$ cat src/rtl/clk_div_pkg.sv
// Shared constants and helpers for the multi-channel clock divider.
package clk_div_pkg;
  localparam int WIDTH_MAX = 16;
  localparam int NCH_MAX   = 16;
  localparam int DIV_OFF   = 0;
  localparam int DIV_PASS  = 1;

  function automatic int clog2(input int n);
    int r;
    r = 0;
    for (int i = 0; i < 32; i++) begin
      if ((1 << i) < n) r = i + 1;
    end
    return r;
  endfunction
endpackage

$ cat src/rtl/clk_div_chan.sv
// One divider channel: phase counter, active/shadow divisor, pending flag and registered outputs.
module clk_div_chan
  import clk_div_pkg::*;
#(
  parameter int WIDTH   = 16,
  parameter int DEF_DIV = 2
) (
  input  logic             clk_i,
  input  logic             rst_i,
  input  logic             en_i,
  input  logic             sync_i,
  input  logic             wr_i,
  input  logic [WIDTH-1:0] wr_val_i,
  output logic             clk_out_o,
  output logic             tick_o,
  output logic             pend_o
);

  logic [WIDTH-1:0] cnt_q, cnt_d;
  logic [WIDTH-1:0] div_act_q, div_act_d;
  logic [WIDTH-1:0] div_sh_q, div_sh_d;
  logic             pend_q, pend_d;
  logic             run_q, run_d;
  logic             tick_q, tick_d;
  logic             clk_out_q, clk_out_d;

  logic             run_ok, wrap, restart, apply;
  logic [WIDTH-1:0] phase;
  logic [WIDTH:0]   half;

  always_comb begin
    run_ok    = en_i && (div_act_q != WIDTH'(DIV_OFF));
    wrap      = run_q && ((div_act_q == WIDTH'(DIV_PASS)) ||
                          (cnt_q == div_act_q - WIDTH'(1)));
    // run_q low means the previous cycle emitted nothing, so the first
    // enabled cycle is phase 0 just like a wrap or a sync.
    restart   = run_ok && (!run_q || sync_i || wrap);
    // A write landing on the apply edge is held back to the next one.
    apply     = pend_q && !wr_i && (!run_ok || restart);
    div_act_d = apply ? div_sh_q : div_act_q;
    div_sh_d  = wr_i ? wr_val_i : div_sh_q;
    pend_d    = wr_i || (pend_q && !apply);
    phase     = restart ? '0 : cnt_q + WIDTH'(1);
    run_d     = run_ok && (div_act_d != WIDTH'(DIV_OFF));
    cnt_d     = run_d ? phase : '0;
    half      = ({1'b0, div_act_d} + (WIDTH+1)'(1)) >> 1;
    tick_d    = run_d && (phase == '0);
    clk_out_d = run_d && ({1'b0, phase} < half);
  end

  always_ff @(posedge clk_i) begin
    if (rst_i) begin
      cnt_q     <= '0;
      div_act_q <= WIDTH'(DEF_DIV);
      div_sh_q  <= WIDTH'(DEF_DIV);
      pend_q    <= 1'b0;
      run_q     <= 1'b0;
      tick_q    <= 1'b0;
      clk_out_q <= 1'b0;
    end else begin
      cnt_q     <= cnt_d;
      div_act_q <= div_act_d;
      div_sh_q  <= div_sh_d;
      pend_q    <= pend_d;
      run_q     <= run_d;
      tick_q    <= tick_d;
      clk_out_q <= clk_out_d;
    end
  end

  assign clk_out_o = clk_out_q;
  assign tick_o    = tick_q;
  assign pend_o    = pend_q;

endmodule

$ cat src/rtl/clk_div_multi.sv
// NCH independent run-time programmable clock dividers sharing one system clock.
// Top level only decodes divisor writes and fans out sync/rst.
module clk_div_multi
  import clk_div_pkg::*;
#(
  parameter int NCH     = 4,
  parameter int WIDTH   = 16,
  parameter int DEF_DIV = 2
) (
  input  logic                                    clk_100MHz,
  input  logic                                    rst,
  input  logic [NCH-1:0]                          ch_en,
  input  logic                                    div_wr,
  input  logic [((NCH > 1) ? clog2(NCH) : 1)-1:0] div_ch,
  input  logic [WIDTH-1:0]                        div_val,
  input  logic                                    sync,
  output logic [NCH-1:0]                          clk_out,
  output logic [NCH-1:0]                          tick,
  output logic [NCH-1:0]                          pend
);

  localparam int CHW = (NCH > 1) ? clog2(NCH) : 1;

  for (genvar i = 0; i < NCH; i++) begin : g_ch
    logic wr_sel;
    // Addresses at or above NCH match no channel and are dropped.
    assign wr_sel = div_wr && (div_ch == CHW'(i));

    clk_div_chan #(
      .WIDTH   (WIDTH),
      .DEF_DIV (DEF_DIV)
    ) u_chan (
      .clk_i     (clk_100MHz),
      .rst_i     (rst),
      .en_i      (ch_en[i]),
      .sync_i    (sync),
      .wr_i      (wr_sel),
      .wr_val_i  (div_val),
      .clk_out_o (clk_out[i]),
      .tick_o    (tick[i]),
      .pend_o    (pend[i])
    );
  end

endmodule
$ cat config.mk
export PLATFORM = sky130hd
export DESIGN_NAME = clk_div_multi
export DESIGN_NICKNAME = d
export VERILOG_FILES = /design/src/rtl/clk_div_pkg.sv /design/src/rtl/clk_div_chan.sv /design/src/rtl/clk_div_multi.sv
export SDC_FILE = /design/constraint.sdc
export NUM_CORES = 1
export LEC_CHECK = 0
export CORE_UTILIZATION = 67
export DETAILED_ROUTE_END_ITERATION = 16
export HOLD_SLACK_MARGIN = 0.12
export PLACE_DENSITY = 0.87
export SYNTH_ARGS = -nofsm -noshare
export SYNTH_HDL_FRONTEND = slang
export SYNTH_HIERARCHICAL = 1
export SYNTH_SLANG_ARGS = --single-unit
$ cat constraint.sdc
create_clock -name clk_100MHz -period 16.05 [get_ports clk_100MHz]
set_clock_uncertainty 0.15 [all_clocks]
set_input_delay 2.4075 -clock clk_100MHz [delete_from_list [all_inputs] [get_ports clk_100MHz]]
set_output_delay 2.4075 -clock clk_100MHz [all_outputs]
set_load 0.005 [all_outputs]
# Yosys cells after proc, flatten, opt, wreduce, memory -nomap -nowiden
# Cells that the tools add are included.
[word_totals] register_bits=208 latch_bits=0 ram_bits=0 mem_bits_ro=0 input_bits=56 out_inout_bits=12 elab_cells=160 mem_count=0
[classes] n_addsub=12 mul=0 div=0 n_lt_le_gt_ge=4 eq_ne=11 n_shift=0 mux=8 n_bitwise=4 reduce_logical=93
[ops] cell="2-to-1 mux 16 bit" n=8
[ops] cell="nonzero test 16 bit" n=8
[ops] cell="adder 16 x 1 -> 17 bit (second input constant)" n=4
[ops] cell="adder 16 x 1 -> 16 bit (second input constant)" n=4
[ops] cell="equality test 16 x 1 -> 1 bit (second input constant)" n=4
[ops] cell="equality test 16 bit" n=4
[ops] cell="equality test 32 x 2 -> 1 bit (second input constant)" n=2
[ops] cell="logical NOT 16 bit" n=4
[ops] cell="< comparator 16 bit" n=4
[ops] cell="subtractor 16 x 1 -> 16 bit (second input constant)" n=4
[ops] cell="logical AND 1 bit" n=40
[ops] cell="equality test 32 x 1 -> 1 bit (second input constant)" n=1
[ops] cell="logical NOT 32 bit" n=1
[ops] cell="logical OR 1 bit" n=20
[ops] cell="logical NOT 1 bit" n=16
[ops] cell="OR reduction 2 bit" n=4
[ops] cell="NOT 1 bit" n=4

# Logic depth before layout (Yosys ltp)
# Gate-level depths: netlist of the first run.
[logic_depth] word_depth=13 mapped_depth=28

# Cells and area by module
# Netlist of the first run, hierarchy kept.
[by_module_without_submodules] mod="clk_div_chan at g_ch[0].u_chan ..." instances=3 cells_per_inst=473 area_each_um2=3809.9 seq_area_each_um2=1041.0
[by_module_without_submodules] mod="clk_div_chan at g_ch[3].u_chan" instances=1 cells_per_inst=465 area_each_um2=3779.9 seq_area_each_um2=1041.0
[by_module_without_submodules] mod="clk_div_multi" instances=1 cells_per_inst=16 area_each_um2=143.9 seq_area_each_um2=0.0

# Worst setup path before layout of the first run
# Ideal clock, no wire load.
[synth_path] path_type="input-to-reg" startpoint="input div_ch[6] (netlist name)" endpoint="register g_ch[3].u_chan.clk_out_q" setup_ns=0.092 t_arrival_ns=6.582 required_time_ns=15.808 path_slack_ns=9.226 path_stages=23 n_path_buf=2 cell_sequence="nor4_2 > nand4_2 > nor3_1 > clkbuf_1 > a311o_1 > buf_6 > mux2i_1 > inv_1 > ha_1 > and3_1 > nand3_1 > xor2_1 > nor2_1 > a21oi_1 > ha_1 > and2_1 > a221o_1 > a21o_1 > a21oi_1 > nor2_1 > a2111oi_0 > nand3_1 > nor4_1"
[synth_via] elab_chain_cells=9 word_cells_on_any_way=11 cone_classes="1 x add/sub; 1 x order compare; 1 x eq/ne; 1 x mux; 7 x reduce/logical"
[synth_rtl] item="from (decl)" line="clk_div_multi.sv:14" source="input logic [((NCH > 1) ? clog2(NCH) : 1)-1:0] div_ch,"
[synth_rtl] item="equality test 32 x 2 -> 1 bit *" line="clk_div_multi.sv:27" source="assign wr_sel = div_wr && (div_ch == CHW'(i));"
[synth_rtl] item="logical AND 1 bit *" line="clk_div_multi.sv:27"
[synth_rtl] item="net g_ch[3].wr_sel" line="clk_div_multi.sv:25" source="logic wr_sel;"
[synth_rtl] item="logical NOT 1 bit *" line="clk_div_chan.sv:39" source="apply = pend_q && !wr_i && (!run_ok || restart);"
[synth_rtl] item="logical AND 1 bit * (2 in a row)" line="clk_div_chan.sv:39"
[synth_rtl] item="2-to-1 mux 16 bit *" line="clk_div_chan.sv:40" source="div_act_d = apply ? div_sh_q : div_act_q;"
[synth_rtl] item="net g_ch[3].u_chan.div_act_d[0]" line="clk_div_chan.sv:20" source="logic [WIDTH-1:0] div_act_q, div_act_d;"
[synth_rtl] item="adder 16 x 1 -> 17 bit or nonzero test 16 bit (tied branches)" line="clk_div_chan.sv:46, clk_div_chan.sv:44"
[synth_rtl] item="< comparator 16 bit or logical AND 1 bit (tied branches)" line="clk_div_chan.sv:48, clk_div_chan.sv:44"
[synth_rtl] item="logical AND 1 bit *" line="clk_div_chan.sv:48" source="clk_out_d = run_d && ({1'b0, phase} < half);"
[synth_rtl] item="to (signal assigned)" line="clk_div_chan.sv:67" source="clk_out_q <= clk_out_d;"
[synth_rtl] item="to (decl)" line="clk_div_chan.sv:25" source="logic clk_out_q, clk_out_d;"
# Mark *: on every way through the listed nets, which the timed path passes. The rest lies on a longest branch.
# A chain may end at the register's enable or synchronous reset.

# Worst setup path in the final report of the first run
[layout_path] startpoint="input div_ch[8] (netlist name)" endpoint="register g_ch[3].u_chan.clk_out_q"
# The elaborated chain is that of the path after synthesis.

==> results of run 1 <==
metrics by stage:
step | std cells | worst slack, ps | utilization | cell area [µm²] | hold slack (ps)
global route | 2163 | 7660 | 0.737 | 16600 | 435
global placement | 2118 | 7760 | 0.701 | 15800 | 360
CTS | 2161 | 8120 | 0.737 | 16600 | 387
finish | 2163 | 8050 | 0.737 | 16600 | 383
detailed placement | 2118 | 7590 | 0.701 | 15800 | 376
floorplan | 1900 | 9230 | - | 15400 | 324
layout make-up:
| type | instances | share of cell area |
|---|---|---|
| Multi-Input combinational cell | 1510 | 0.626 |
| Sequential cell | 208 | 0.250 |
| Antenna cell | 2 | 0.000301 |
| Tap cell | 285 | 0.0214 |
| Inverter | 35 | 0.00790 |
| Timing Repair Buffer | 80 | 0.0460 |
| Clock inverter | 14 | 0.00737 |
| Clock buffer | 29 | 0.0409 |
cells in the mapped netlist (35+ instances only):
cell type | n | share of area
nor2_1 | 281 | 0.069
dfxtp_1 | 208 | 0.27
mux2i_1 | 131 | 0.085
xor2_1 | 119 | 0.068
xnor2_1 | 105 | 0.060
clkbuf_1 | 101 | 0.025
nand2_1 | 95 | 0.023
nand3_1 | 92 | 0.030
ha_1 | 80 | 0.065
nor3_1 | 72 | 0.023
a21oi_1 | 69 | 0.022
and3_1 | 49 | 0.020
nor4_1 | 49 | 0.020
nand4_1 | 40 | 0.016
inv_1 | 35 | 0.0086
how the worst min path moves through the flow:
stage	from	endpoint	slack (ps)	cells past startpoint
6_report	g_ch[1].u_chan/pend_o	g_ch[1].u_chan/pend_o	380	2
5_1_grt	g_ch[1].u_chan/pend_o	g_ch[1].u_chan/pend_o	440	2
4_1_cts	g_ch[1].u_chan/pend_o	g_ch[1].u_chan/pend_o	390	2
3_5_place_dp	g_ch[1].u_chan/pend_o	g_ch[1].u_chan/pend_o	380	2
3_3_place_gp	g_ch[1].u_chan/pend_o	g_ch[1].u_chan/pend_o	360	2
2_1_floorplan	g_ch[3].u_chan/div_sh_q[0]	g_ch[3].u_chan/div_sh_q[0]	320	2
routing by layer:
layer  routed length (µm)  share of wire  track usage
met2                18600           0.46        0.547
met3                 3390          0.084       0.0525
met4                 1070          0.027        0.111
met1                17400           0.43        0.464
met5                   12        0.00030            0
sequential cells by signal (all words and copies together), names as in the netlist:
signal / count
g_ch.u_chan/div_act_q: 64
g_ch.u_chan/pend_o: 4
g_ch.u_chan/div_sh_q: 64
g_ch.u_chan/run_q: 4
g_ch.u_chan/clk_out_o: 4
g_ch.u_chan/cnt_q: 64
g_ch.u_chan/tick_o: 4
worst max-delay path, stage by stage:
cell and delay [ps]:
clkdlybuf4s50_1 540, nor4_2 470, nand4_2 270, nor3_2 220, buf_4 320, a311o_2 820
mux2i_1 390, inv_1 90, ha_1 220, and3_1 230, nand3_1 110, xor2_1 150
nor2_1 50, a21oi_1 160, ha_1 260, and2_1 180, a221o_1 290, a21o_1 180
a21oi_1 150, nor2_1 50, a2111oi_0 370, nand3_1 130, nor4_1 210
cell families (layout without fill, tap and decap cells):
group | count (synthesis) | in the layout | share of synthesized area
flip-flops | 208 | 208 | 0.271
buffers and inverters | 182 | 158 | 0.0536
AND/OR/NAND/NOR | 851 | 851 | 0.294
XOR/XNOR | 225 | 225 | 0.129
adder cells (fa/ha/maj) | 80 | 80 | 0.0652
other | 0 | 2 | 0
AO/OA/AOI/OAI | 215 | 215 | 0.0945
multiplexers | 139 | 139 | 0.0920
cell usage in the layout (no fill, tap or decap), types with 7 or more instances in the layout:
cell,netlist,final
dfxtp_1,208,208
and4_1,9,9
nor2b_1,20,20
xnor2_1,105,105
nand2_1,95,95
nand4b_1,7,7
a21o_1,12,12
nand4_1,40,40
inv_1,35,35
o21ai_0,29,29
mux2i_1,131,131
a211oi_1,12,12
xor2_1,119,119
nor3_1,72,71
and3_1,49,49
a21oi_1,69,66
nand2b_1,23,23
clkbuf_16,0,25
mux2_2,7,7
or4_1,13,13
ha_1,80,80
nor4_2,12,14
o21a_1,7,7
nor2_1,281,281
or3_1,15,15
o211ai_1,9,9
and2_1,10,10
clkdlybuf4s50_1,0,66
nand3_1,92,92
nor3_2,27,28
nor4b_1,8,8
nor4_1,49,47
o2111ai_1,7,7
nor3b_1,9,9
buf_4,4,14
a31oi_1,7,7
power groups by stage:
stage	registers, mW	clock network [mW]	logic, mW
floorplan	0.531	0	0.0284
detailed placement	0.532	0	0.0544
global placement	0.532	0	0.0538
CTS	0.521	0.556	0.0550
global route	0.521	0.578	0.0593
finish	0.521	0.548	0.0563
==> out/metrics.cfg, run 1 <==
[setup_path]
regToRegSetupSlack_ps=9620
crit_arrival_ps=8280
worstSetupStartpoint=div_ch[8]
endpoint=g_ch[3].u_chan/clk_out_o
endpoint_kind=flip-flop
r2r_cells=24
worstPathRequired_ps=16330
r2r-start=g_ch[3].u_chan/div_act_q[0]
path_class=primary input to flip-flop
path_max_fanout=44
cp-start-kind=primary input
rr_endpoint=g_ch[3].u_chan/clk_out_o

[synthesis]
syn_inst=1900
yosysWarnings=6
ys_seq_elements=208
synth.distinct_cells=71
synth_edf_count=0
synthArstFlopShare=0
syn_avg_cell_area_um2=8.08
syn_nets=2036
seq_area_frac_synth=0.271
synthFlopType=dfxtp_1
syn-cell-area_mm2=0.0154

[run]
max_cap_violations=0

[power_and_ir_drop]
ir_drop_mv=0.0836
p_leak_nw=6.77
p_total_mw=1.12
internal_power_mw=0.861
switching_share=0.234
p_switching_mw=0.263
power.combinational.fraction=0.050
pwr-share-clk=0.487
p_seq_frac=0.463
powerDensity_mw_per_mm2=67.6

[global_routing]
grt_pass1_wl_um=66400
grt_usage=0.340
grt_pass1_vias=13071
antenna_found_initial=2
gr-total-overflow=0
grt_max_degree=94

[clock_tree]
cts_resized=0
cts.path.max_buffers=3
clock_sinks=208
root_buffer=clkbuf_16
cts_tree=yes
ctsHoldBuffers=0
cts_buffers=24
htreeDepth=1
postCtsSetupRepairBufs=0
insertion_delay_ps=530
clkTransAtPathRegs_ps=60

[floorplan]
fp.dieW_um=153
io_pins=68
dieHeight_um=153
die_area_mm2=0.0235
initial_core_util=0.680
rows=55
core_mm2=0.0226

[layout]
syn2layout_area_growth_pct=8.34
drive_gt1_frac=0.0688
nNetsFinal=1995
multi_input_area_mm2=0.0104
nFillCells=1693
regArea_mm2=0.00416

[timing]
min_period_ps=8000
finalCritPeriodShare=0.498
fmax_mhz=125
max-slew-margin-rel=0.295
setup_viol=0
drv_slew=0
worst-slew-pin-transition_ps=1060
hold_violations=0
setup-tns-final_ps=0
grt_setup_unrepaired=no

[place]
hpwl_um=28800
numPortBuffers=67
gp_congestion=0.988

[drt]
num_vias=13898
finalWirelength_um=40400
dr.pass1.iters=6
ant_nets=0
drtIter0Drc=1471
routed_via_density=6.43
drc_errors=0
wl_per_cell_um=18.7

[status]
status=completed

[hold_path]
min_path_type=flip-flop to flip-flop

No activity file was read; power rests on OpenSTA's default activity.
==> run 2, diff against run 1 <==
--- a/config.mk
+++ b/config.mk
@@ -5,10 +5,10 @@
 export SDC_FILE = /design/constraint.sdc
 export NUM_CORES = 1
 export LEC_CHECK = 0
-export CORE_UTILIZATION = 67
+export CORE_UTILIZATION = 62
 export DETAILED_ROUTE_END_ITERATION = 16
 export HOLD_SLACK_MARGIN = 0.12
-export PLACE_DENSITY = 0.87
+export PLACE_DENSITY = 0.81
 export SYNTH_ARGS = -nofsm -noshare
 export SYNTH_HDL_FRONTEND = slang
 export SYNTH_HIERARCHICAL = 1
==> constraint.sdc (replaced) <==
create_clock -name clk_100MHz -period 8.25 [get_ports clk_100MHz]
set_clock_uncertainty 0.15 [all_clocks]
set_input_delay 1.2375 -clock clk_100MHz [delete_from_list [all_inputs] [get_ports clk_100MHz]]
set_output_delay 1.2375 -clock clk_100MHz [all_outputs]
set_load 0.005 [all_outputs]
==> out/metrics.cfg, run 2 (synthesized netlist as in run 1, its figures left out) <==
[timing]
drv_slew=0  ; unchanged
worst-slew-pin-transition_ps=1070  ; +9.20 ps
hold_violations=0  ; unchanged
timing.hold.ws_ps=374  ; -8.60 ps
setup_viol=0  ; unchanged
min_period_ps=6440
fmax_mhz=155
max-slew-margin-rel=0.289  ; -0.00614
layout_setup_ws_ps=1810  ; -6240 ps
grt_setup_unrepaired=no
setup-tns-final_ps=0  ; unchanged
finalCritPeriodShare=0.781

[hold_path]
whs_path_depth=2  ; unchanged
min_to=g_ch[3].u_chan/div_sh_q[0]
min_path_type=flip-flop to flip-flop
hp-start=g_ch[3].u_chan/div_sh_q[0]

[floorplan]
initial_core_util=0.631  ; -0.0489
rows=57  ; +3.6%
dieHeight_um=159  ; +3.9%
io_pins=68  ; unchanged
die_area_mm2=0.0254  ; +8.0%
fp.dieW_um=159  ; +3.9%
core_mm2=0.0243  ; +7.7%

[clock_tree]
cts_buffers=23  ; -4.2%
ctsHoldBuffers=0  ; unchanged
cts_tree=yes
root_buffer=clkbuf_16
htreeDepth=1  ; unchanged
clock_sinks=208  ; unchanged
cts.path.max_buffers=3  ; unchanged
clkTransAtPathRegs_ps=60  ; about the same
cts_resized=0  ; unchanged
insertion_delay_ps=510  ; -20 ps
postCtsSetupRepairBufs=0  ; unchanged

[drt]
routed_via_density=6.27  ; -2.3%
ant_nets=0  ; unchanged
dr.pass1.iters=8  ; +2
drtIter0Drc=1193  ; -19%
finalWirelength_um=39300  ; -2.9%
wl_per_cell_um=17.8  ; -4.5%
num_vias=13810  ; -0.63%
drc_errors=0  ; unchanged

[layout]
nNetsFinal=1997  ; +0.10%
layout_common_cells=nor2_1, dfxtp_1, mux2i_1
reg_top3=g_ch.u_chan/cnt_q (64), g_ch.u_chan/div_act_q (64), g_ch.u_chan/div_sh_q (64)
final_common_cell=nor2_1
syn2layout_area_growth_pct=9.36
drive_gt1_frac=0.0677  ; -0.00107

[setup_path]
endpoint_kind=flip-flop
cp-start-kind=primary input
crit_arrival_ps=6640  ; -1640 ps
regToRegSetupSlack_ps=2260  ; -7360 ps
worstPathRequired_ps=8450  ; -7880 ps
path_max_fanout=20  ; -55%
r2r-start=g_ch[3].u_chan/div_act_q[0]
path_class=primary input to flip-flop
r2r_cells=25  ; +4.2%
rr_endpoint=g_ch[3].u_chan/clk_out_o

[power_and_ir_drop]
powerDensity_mw_per_mm2=138  ; +100%
p_leak_nw=6.83  ; +0.83%
ir_drop_mv=0.170  ; +100%

[place]
numPortBuffers=67  ; unchanged
post-place-ws_ps=1340  ; -6240 ps
gp_congestion=0.941  ; -4.7%
hpwl_um=28900  ; +0.26%

[global_routing]
grt_pass1_vias=12937  ; -1.0%
grt_pass1_wl_um=64100  ; -3.4%
gr-total-overflow=0  ; unchanged
grt_max_degree=83  ; -12%
grt_usage=0.302  ; -0.0383
antenna_found_initial=1  ; -1

[run]
max_cap_violations=0  ; unchanged

[status]
status=completed

==> run 2: cell types whose count changed in the layout (fill, tap and decap cells not counted), sizes merged <==
cell	delta
buf	+3
bufinv	+6
diode	-1
clkbuf	+2
inv	-2
clkinvlp	-3
clkinv	-6
==> run 2: area by class of cell <==
| type | instances | area [µm²] |
|---|---|---|
| fill | 1958 | 7530 |
| inverter | 35 | 131 |
| clock buffer | 31 | 666 |
| multi-input combinational | 1510 | 10400 |
| antenna | 1 | 2.50 |
| timing repair buffer | 83 | 788 |
| tap | 324 | 405 |
| clock inverter | 9 | 225 |
| sequential | 208 | 4160 |
==> run 2: critical path, cell delays in order <==
cell and delay (ps):
clkdlybuf4s50_1 400, nor4_1 640, nand4_1 460, nor4_2 260, buf_4 330, nand2b_1 200
a21o_1 100, buf_4 310, mux2i_1 180, inv_1 90, ha_1 240, and2_1 230
nor2b_1 210, mux2i_1 140, or3_1 370, ha_1 300, nand2_1 70, or3_1 420
a211oi_1 200, a211oi_1 80, o221ai_1 70, nor3_1 70
==> run 2: how the worst max path moves through the flow <==
stage / startpoint / to / slack, ps / cells after the start
5_1_grt: div_ch[23] / g_ch[3].u_chan/clk_out_o / 1440 / 23
6_report: div_ch[23] / g_ch[1].u_chan/clk_out_o / 1810 / 22
2_1_floorplan: div_ch[6] / g_ch[3].u_chan/clk_out_o / 2600 / 23
3_5_place_dp: div_ch[24] / g_ch[3].u_chan/clk_out_o / 1340 / 23
3_3_place_gp: div_ch[24] / g_ch[3].u_chan/clk_out_o / 1620 / 23
4_1_cts: div_ch[24] / g_ch[1].u_chan/clk_out_o / 1850 / 22
==> run 2: power breakdown <==
group          switching (mW)  leakage [nW]  internal, mW
Combinational          0.0637          4.72        0.0447
Sequential            0.00469          1.68          1.01
Clock                   0.410         0.428         0.781
==> run 2: through the flow <==
| stage | instance area [µm²] | cells | utilization | power (mW) |
|---|---|---|---|---|
| 2_1_floorplan | 15400 | 1900 | - | 1.09 |
| 3_3_place_gp | 15900 | 2160 | 0.654 | 1.14 |
| 3_5_place_dp | 15900 | 2160 | 0.654 | 1.14 |
| 4_1_cts | 16800 | 2200 | 0.690 | 2.34 |
| 5_1_grt | 16800 | 2200 | 0.690 | 2.38 |
| 6_report | 16800 | 2201 | 0.690 | 2.31 |
==> run 2: routing by layer <==
layer	GRT usage	wire [µm]	share of wire	up-vias
met4	0.108	1110	0.028	2
met5	0	13	0.00033	-
met3	0.0438	2620	0.067	85
met1	0.404	17600	0.45	6542
met2	0.494	17900	0.46	519
li1	-	-	-	6662
